<file path="src/rtl/pc_fetch_unit_pkg.sv">
// Shared constants and state encoding for the program-counter fetch unit.
//   PFU_ADDR_W    : PC / fetch address width
//   PFU_INSTR_W   : instruction word width
//   PFU_RESET_PC  : PC loaded on reset
//   PFU_INC_STEP  : byte increment per accepted instruction
//   fetch_state_t : FSM encoding (REQ, WAIT, HOLD, DROP)
package pc_fetch_unit_pkg;

   localparam int          PFU_ADDR_W   = 16;
   localparam int          PFU_INSTR_W  = 16;
   localparam logic [15:0] PFU_RESET_PC = 16'h0000;
   localparam int          PFU_INC_STEP = 2;

   typedef enum logic [1:0] {
      ST_REQ  = 2'd0,
      ST_WAIT = 2'd1,
      ST_HOLD = 2'd2,
      ST_DROP = 2'd3
   } fetch_state_t;

endpackage

</file>
<file path="src/rtl/pc_fetch_unit.sv">
// Program-counter fetch unit: owns the PC, issues one word fetch at a time to
// instruction memory, buffers the returned instruction for decode and honours
// branch/jump redirects.
//
// Ports:
//   clk, rst                        clock, synchronous active-high reset
//   imem_req_valid/addr/ready       fetch request handshake (addr = pc)
//   imem_rsp_valid/data             fetch response
//   instr_valid/out/pc              buffered instruction to decode
//   decode_ready                    decode consumes the buffered instruction
//   redirect_valid/target           taken branch/jump, target forced to halfword
//   pc_out                          current PC
//
// state | meaning
// ------+---------------------------------------------------------------
// REQ   | request valid at pc, waiting for memory to accept
// WAIT  | request accepted, waiting for its response
// HOLD  | instruction buffered, waiting for decode to take it
// DROP  | redirected with a fetch in flight; swallow that stale response
module pc_fetch_unit
   import pc_fetch_unit_pkg::*;
#(
   parameter int                ADDR_W   = PFU_ADDR_W,
   parameter int                INSTR_W  = PFU_INSTR_W,
   parameter logic [ADDR_W-1:0] RESET_PC = ADDR_W'(PFU_RESET_PC),
   parameter int                INC_STEP = PFU_INC_STEP
) (
   input  logic               clk,
   input  logic               rst,
   output logic               imem_req_valid,
   output logic [ADDR_W-1:0]  imem_req_addr,
   input  logic               imem_req_ready,
   input  logic               imem_rsp_valid,
   input  logic [INSTR_W-1:0] imem_rsp_data,
   output logic               instr_valid,
   output logic [INSTR_W-1:0] instr_out,
   output logic [ADDR_W-1:0]  instr_pc,
   input  logic               decode_ready,
   input  logic               redirect_valid,
   input  logic [ADDR_W-1:0]  redirect_target,
   output logic [ADDR_W-1:0]  pc_out
);

   fetch_state_t       state_q, state_d;
   logic [ADDR_W-1:0]  pc_q, pc_d;
   logic               instr_valid_q, instr_valid_d;
   logic [INSTR_W-1:0] instr_out_q, instr_out_d;
   logic [ADDR_W-1:0]  instr_pc_q, instr_pc_d;

   always_ff @(posedge clk) begin
      if (rst) begin
         state_q       <= ST_REQ;
         pc_q          <= RESET_PC;
         instr_valid_q <= 1'b0;
         instr_out_q   <= '0;
         instr_pc_q    <= '0;
      end else begin
         state_q       <= state_d;
         pc_q          <= pc_d;
         instr_valid_q <= instr_valid_d;
         instr_out_q   <= instr_out_d;
         instr_pc_q    <= instr_pc_d;
      end
   end

   always_comb begin
      state_d       = state_q;
      pc_d          = pc_q;
      instr_valid_d = instr_valid_q;
      instr_out_d   = instr_out_q;
      instr_pc_d    = instr_pc_q;

      if (redirect_valid) begin
         pc_d          = {redirect_target[ADDR_W-1:1], 1'b0};
         instr_valid_d = 1'b0;
         case (state_q)
            // An accepted request still owes us a response: go swallow it.
            ST_REQ:  state_d = imem_req_ready ? ST_DROP : ST_REQ;
            // If the owed response lands this very cycle it is the one being
            // discarded, so nothing is left in flight.
            ST_WAIT,
            ST_DROP: state_d = imem_rsp_valid ? ST_REQ : ST_DROP;
            default: state_d = ST_REQ;
         endcase
      end else begin
         case (state_q)
            ST_REQ: begin
               if (imem_req_ready) state_d = ST_WAIT;
            end
            ST_WAIT: begin
               if (imem_rsp_valid) begin
                  instr_out_d   = imem_rsp_data;
                  instr_pc_d    = pc_q;
                  instr_valid_d = 1'b1;
                  pc_d          = pc_q + ADDR_W'(INC_STEP);
                  state_d       = ST_HOLD;
               end
            end
            ST_HOLD: begin
               if (decode_ready) begin
                  instr_valid_d = 1'b0;
                  state_d       = ST_REQ;
               end
            end
            ST_DROP: begin
               if (imem_rsp_valid) state_d = ST_REQ;
            end
            default: state_d = ST_REQ;
         endcase
      end
   end

   // Held low while rst is asserted so no request escapes during reset.
   assign imem_req_valid = (state_q == ST_REQ) && !rst;
   assign imem_req_addr  = pc_q;
   assign instr_valid    = instr_valid_q;
   assign instr_out      = instr_out_q;
   assign instr_pc       = instr_pc_q;
   assign pc_out         = pc_q;

   // A response is only legal while one is owed; the cycle right after reset
   // may still see the response of an abandoned fetch.
   a_rsp_only_when_owed: assert property (@(posedge clk) disable iff (rst)
      (imem_rsp_valid && !$past(rst)) |-> (state_q == ST_WAIT || state_q == ST_DROP));

endmodule

</file>
<file path="config.mk">
export PLATFORM = sky130hd
export DESIGN_NAME = pc_fetch_unit
export DESIGN_NICKNAME = d
export VERILOG_FILES = /design/src/rtl/pc_fetch_unit_pkg.sv /design/src/rtl/pc_fetch_unit.sv
export SDC_FILE = /design/constraint.sdc
export NUM_CORES = 1
export LEC_CHECK = 0
export BUFFER_PORTS_ARGS = -buffer_cell sky130_fd_sc_hd__buf_4
export CAP_MARGIN = 20
export CORE_MARGIN = 4
export CORE_UTILIZATION = 40
export CTS_CLUSTER_SIZE = 16
export DETAILED_ROUTE_END_ITERATION = 8
export PLACE_DENSITY = 0.71
export SYNTH_ARGS = -nofsm -noshare
export SYNTH_HDL_FRONTEND = slang
export SYNTH_SLANG_ARGS = --single-unit
export TNS_END_PERCENT = 50
</file>
<file path="constraint.sdc">
create_clock -name clk -period 2.1 [get_ports clk]
set_input_delay 0.21 -clock clk [delete_from_list [all_inputs] [get_ports clk]]
set_output_delay 0.21 -clock clk [all_outputs]
set_load 0.05 [all_outputs]
</file>
==> impl_metrics.tcl <==
set metrics [dict create \
    status "finished clean" \
    peakVddDrop_uv 366 \
    cts_tree "done" \
    max-slew-margin-rel_pct 65.0 \
    hold_viol_final 0 \
    syn_inst 277 \
    fp.dieW_um 82.3 \
    seqCellArea_um2 981 \
    detail-route-antenna-nets 0 \
    period_share_pct 84.3 \
    num_vias 2094 \
    fmax_mhz 565 \
    place_hpwl_um 4120 \
    power.density_mw_per_mm2 666 \
    areaGrowthSynthToFinish_pct 34.6 \
    maxSlewViolCount 0 \
    grt_overflow 0 \
    cts_max_path_buffers 2 \
    initial_core_util_pct 42.2 \
    insertion_delay_ns 0.29 \
    drc 0 \
    synth.distinct_cells 39 \
    first_iter_violations 78 \
    yosysWarnings 0 \
    multi_input_area_mm2 0.00103 \
    viasPerCell 4.90 \
    critPathArrivalTime_ns 1.96 \
    synth-main-ff-cell "dfxtp_1" \
    rrSetupSlack_ns 0.33 \
    root_buffer "clkbuf_8" \
    avgSynthCellArea_um2 7.98 \
    ios 104 \
    endpoint_kind "flop" \
    final_area_mm2 0.00297 \
    cts_made_buffers 5 \
    fillers 518 \
    antenna_found_initial 0 \
    place_congestion 0.795 \
    finalWirelength_um 5690 \
    cts.sinks 49 \
    cp.required_ns 2.29 \
    routedWlPerCell_um 13.3 \
    synthesis.area_mm2 0.00221 \
    min_period_ns 1.77 \
    die_h_um 82.3 \
    dpl_cell_area_mm2 0.00289 \
    grtUsageTotal_pct 17.2 \
    synth-async-reset-ratio_pct 0 \
    cap_viol_max_count 0 \
    cts_max_level 2 \
    r2r_cells 4 \
    drive_above_1_share_pct 32.5 \
    holdPathEnd "instr_out[13]" \
    cts_setup_buffers 0 \
    clock_skew_ns 0.0104 \
    grt_pass1_vias 1967 \
    synth_seq_area_share_pct 44.4 \
    ys_seq_elements 49 \
    grt_pass1_wl_um 9160 \
    setup_violations 0 \
    startpoint_type "flop" \
    min_from "imem_rsp_data[13]" \
    portBuffers 99 \
    core_area_mm2 0.00524 \
    cp_max_fo 12 \
    die_area_mm2 0.00678 \
    tightest_slew_ns 0.524 \
    dr.pass1.iters 4 \
    setup_tns_ns 0 \
    rsz0062_at_grt "false" \
    leakage_nw 1.23 \
    rows 26 \
    worst-setup-path-type "flop to flop" \
    antenna_cells 0 \
    ctsHoldBuffers 0 \
    synth-edff-count 0 \
    worst_setup_hold_path_clk_slew_ns 0.09 \
    reg2reg_from "state_q[0]" \
    hold_path_class "input pin to flop" \
    r2r-end "imem_req_addr[12]" \
    cts-resized-gates 0 \
    grt_max_degree 51 \
    nets 395 \
    whs_path_depth 3 \
]
placed cells by master, fill, tap and decap left out, drive strengths merged:
cell type / instances
buf: 105
nand2: 74
dfxtp: 49
a21oi: 38
nor2: 12
xnor2: 9
a211oi: 8
clkbuf: 8
nor4: 7
nor3: 6
nand4: 5
o21ai: 4
nand2b: 3
nand3: 3
conb: 3
a2111oi: 3
nor2b: 2
inv: 2
nand3b: 2
nand4b: 2
clkinv: 1
mux2: 1
and3: 1
o2bb2ai: 1
a221oi: 1
o31ai: 1
o21bai: 1
and4b: 1
xor2: 1
or3: 1
a311oi: 1
ha: 1
worst max-delay path by stage:
stage,to,start,depth (start not counted)
2_1_floorplan,imem_req_addr[12],imem_req_addr[5],4
3_3_place_gp,imem_req_addr[12],state_q[0],4
3_5_place_dp,imem_req_addr[12],state_q[0],4
4_1_cts,imem_req_addr[12],state_q[0],4
5_1_grt,imem_req_addr[15],imem_req_addr[4],4
6_report,imem_req_addr[12],state_q[0],4
area by class of cell:
cell class	instances	area share, %
Timing Repair Buffer	105	26.5
Inverter	3	0.379
Multi-Input combinational cell	192	34.5
Sequential cell	49	33.0
Clock buffer	8	2.69
Tap cell	70	2.94
worst max-delay path: stages (launching register included):
cell and delay, ns:
dfxtp_1 0.59, nand4b_2 0.30, nor4_1 0.39, nor3_1 0.08, a2111oi_1 0.29
where the power goes:
part           switching (mW)  internal [mW]  total, mW
sequential             0.0518          0.962       1.01
combinational           0.292          0.153      0.446
clock                   0.284          0.237      0.521
cells by family after synthesis:
| logic type | after synthesis | share of synthesized area, % |
|---|---|---|
| multiplexers | 1 | 0.510 |
| adder cells (fa/ha/maj) | 1 | 0.566 |
| other | 1 | 0.170 |
| AND/OR/NAND/NOR | 119 | 25.4 |
| XOR/XNOR | 10 | 3.96 |
| buffers and inverters | 38 | 9.63 |
| AO/OA/AOI/OAI | 58 | 15.4 |
| flip-flops | 49 | 44.4 |
registers in the layout, summed over array words and instances, names as in the netlist:
signal	flops
state_q	2
instr_out	16
imem_req_addr	15
instr_valid	1
instr_pc	15
cells in the mapped netlist (2+ instances only):
cell | count | area [µm²]
xnor2_1 | 9 | 78.8
nand2_1 | 74 | 278
nand2b_1 | 3 | 18.8
nor4_1 | 6 | 37.5
nand3_1 | 3 | 15.0
nor2_1 | 12 | 45.0
inv_1 | 2 | 7.51
dfxtp_1 | 49 | 981
o21ai_0 | 4 | 20.0
a211oi_1 | 8 | 60.1
a21oi_1 | 38 | 190
nor3_1 | 6 | 30.0
nand4_1 | 4 | 25.0
nor2b_1 | 2 | 12.5
a2111oi_1 | 2 | 20.0
clkbuf_1 | 15 | 56.3
buf_4 | 18 | 135
per-layer routing:
metal | global-route usage (%) | wire [µm]
met1 | 21.5 | 2460
met2 | 28.8 | 2780
met3 | 4.88 | 404
met4 | 4.98 | 51
met5 | 0 | 0
through the flow:
step                power, mW  hold slack (ns)  util [%]  setup slack (ns)  std cells
floorplan                1.35            0.346         -             0.223        279
global placement         1.48            0.443      55.3             0.429        419
detailed placement       1.48            0.447      55.3             0.381        419
CTS                      2.01            0.146      56.8             0.357        427
global route             2.07            0.152      56.8            0.0452        427
finish                   1.98            0.157      56.8             0.329        427
No activity file was read; power rests on OpenSTA's default activity.
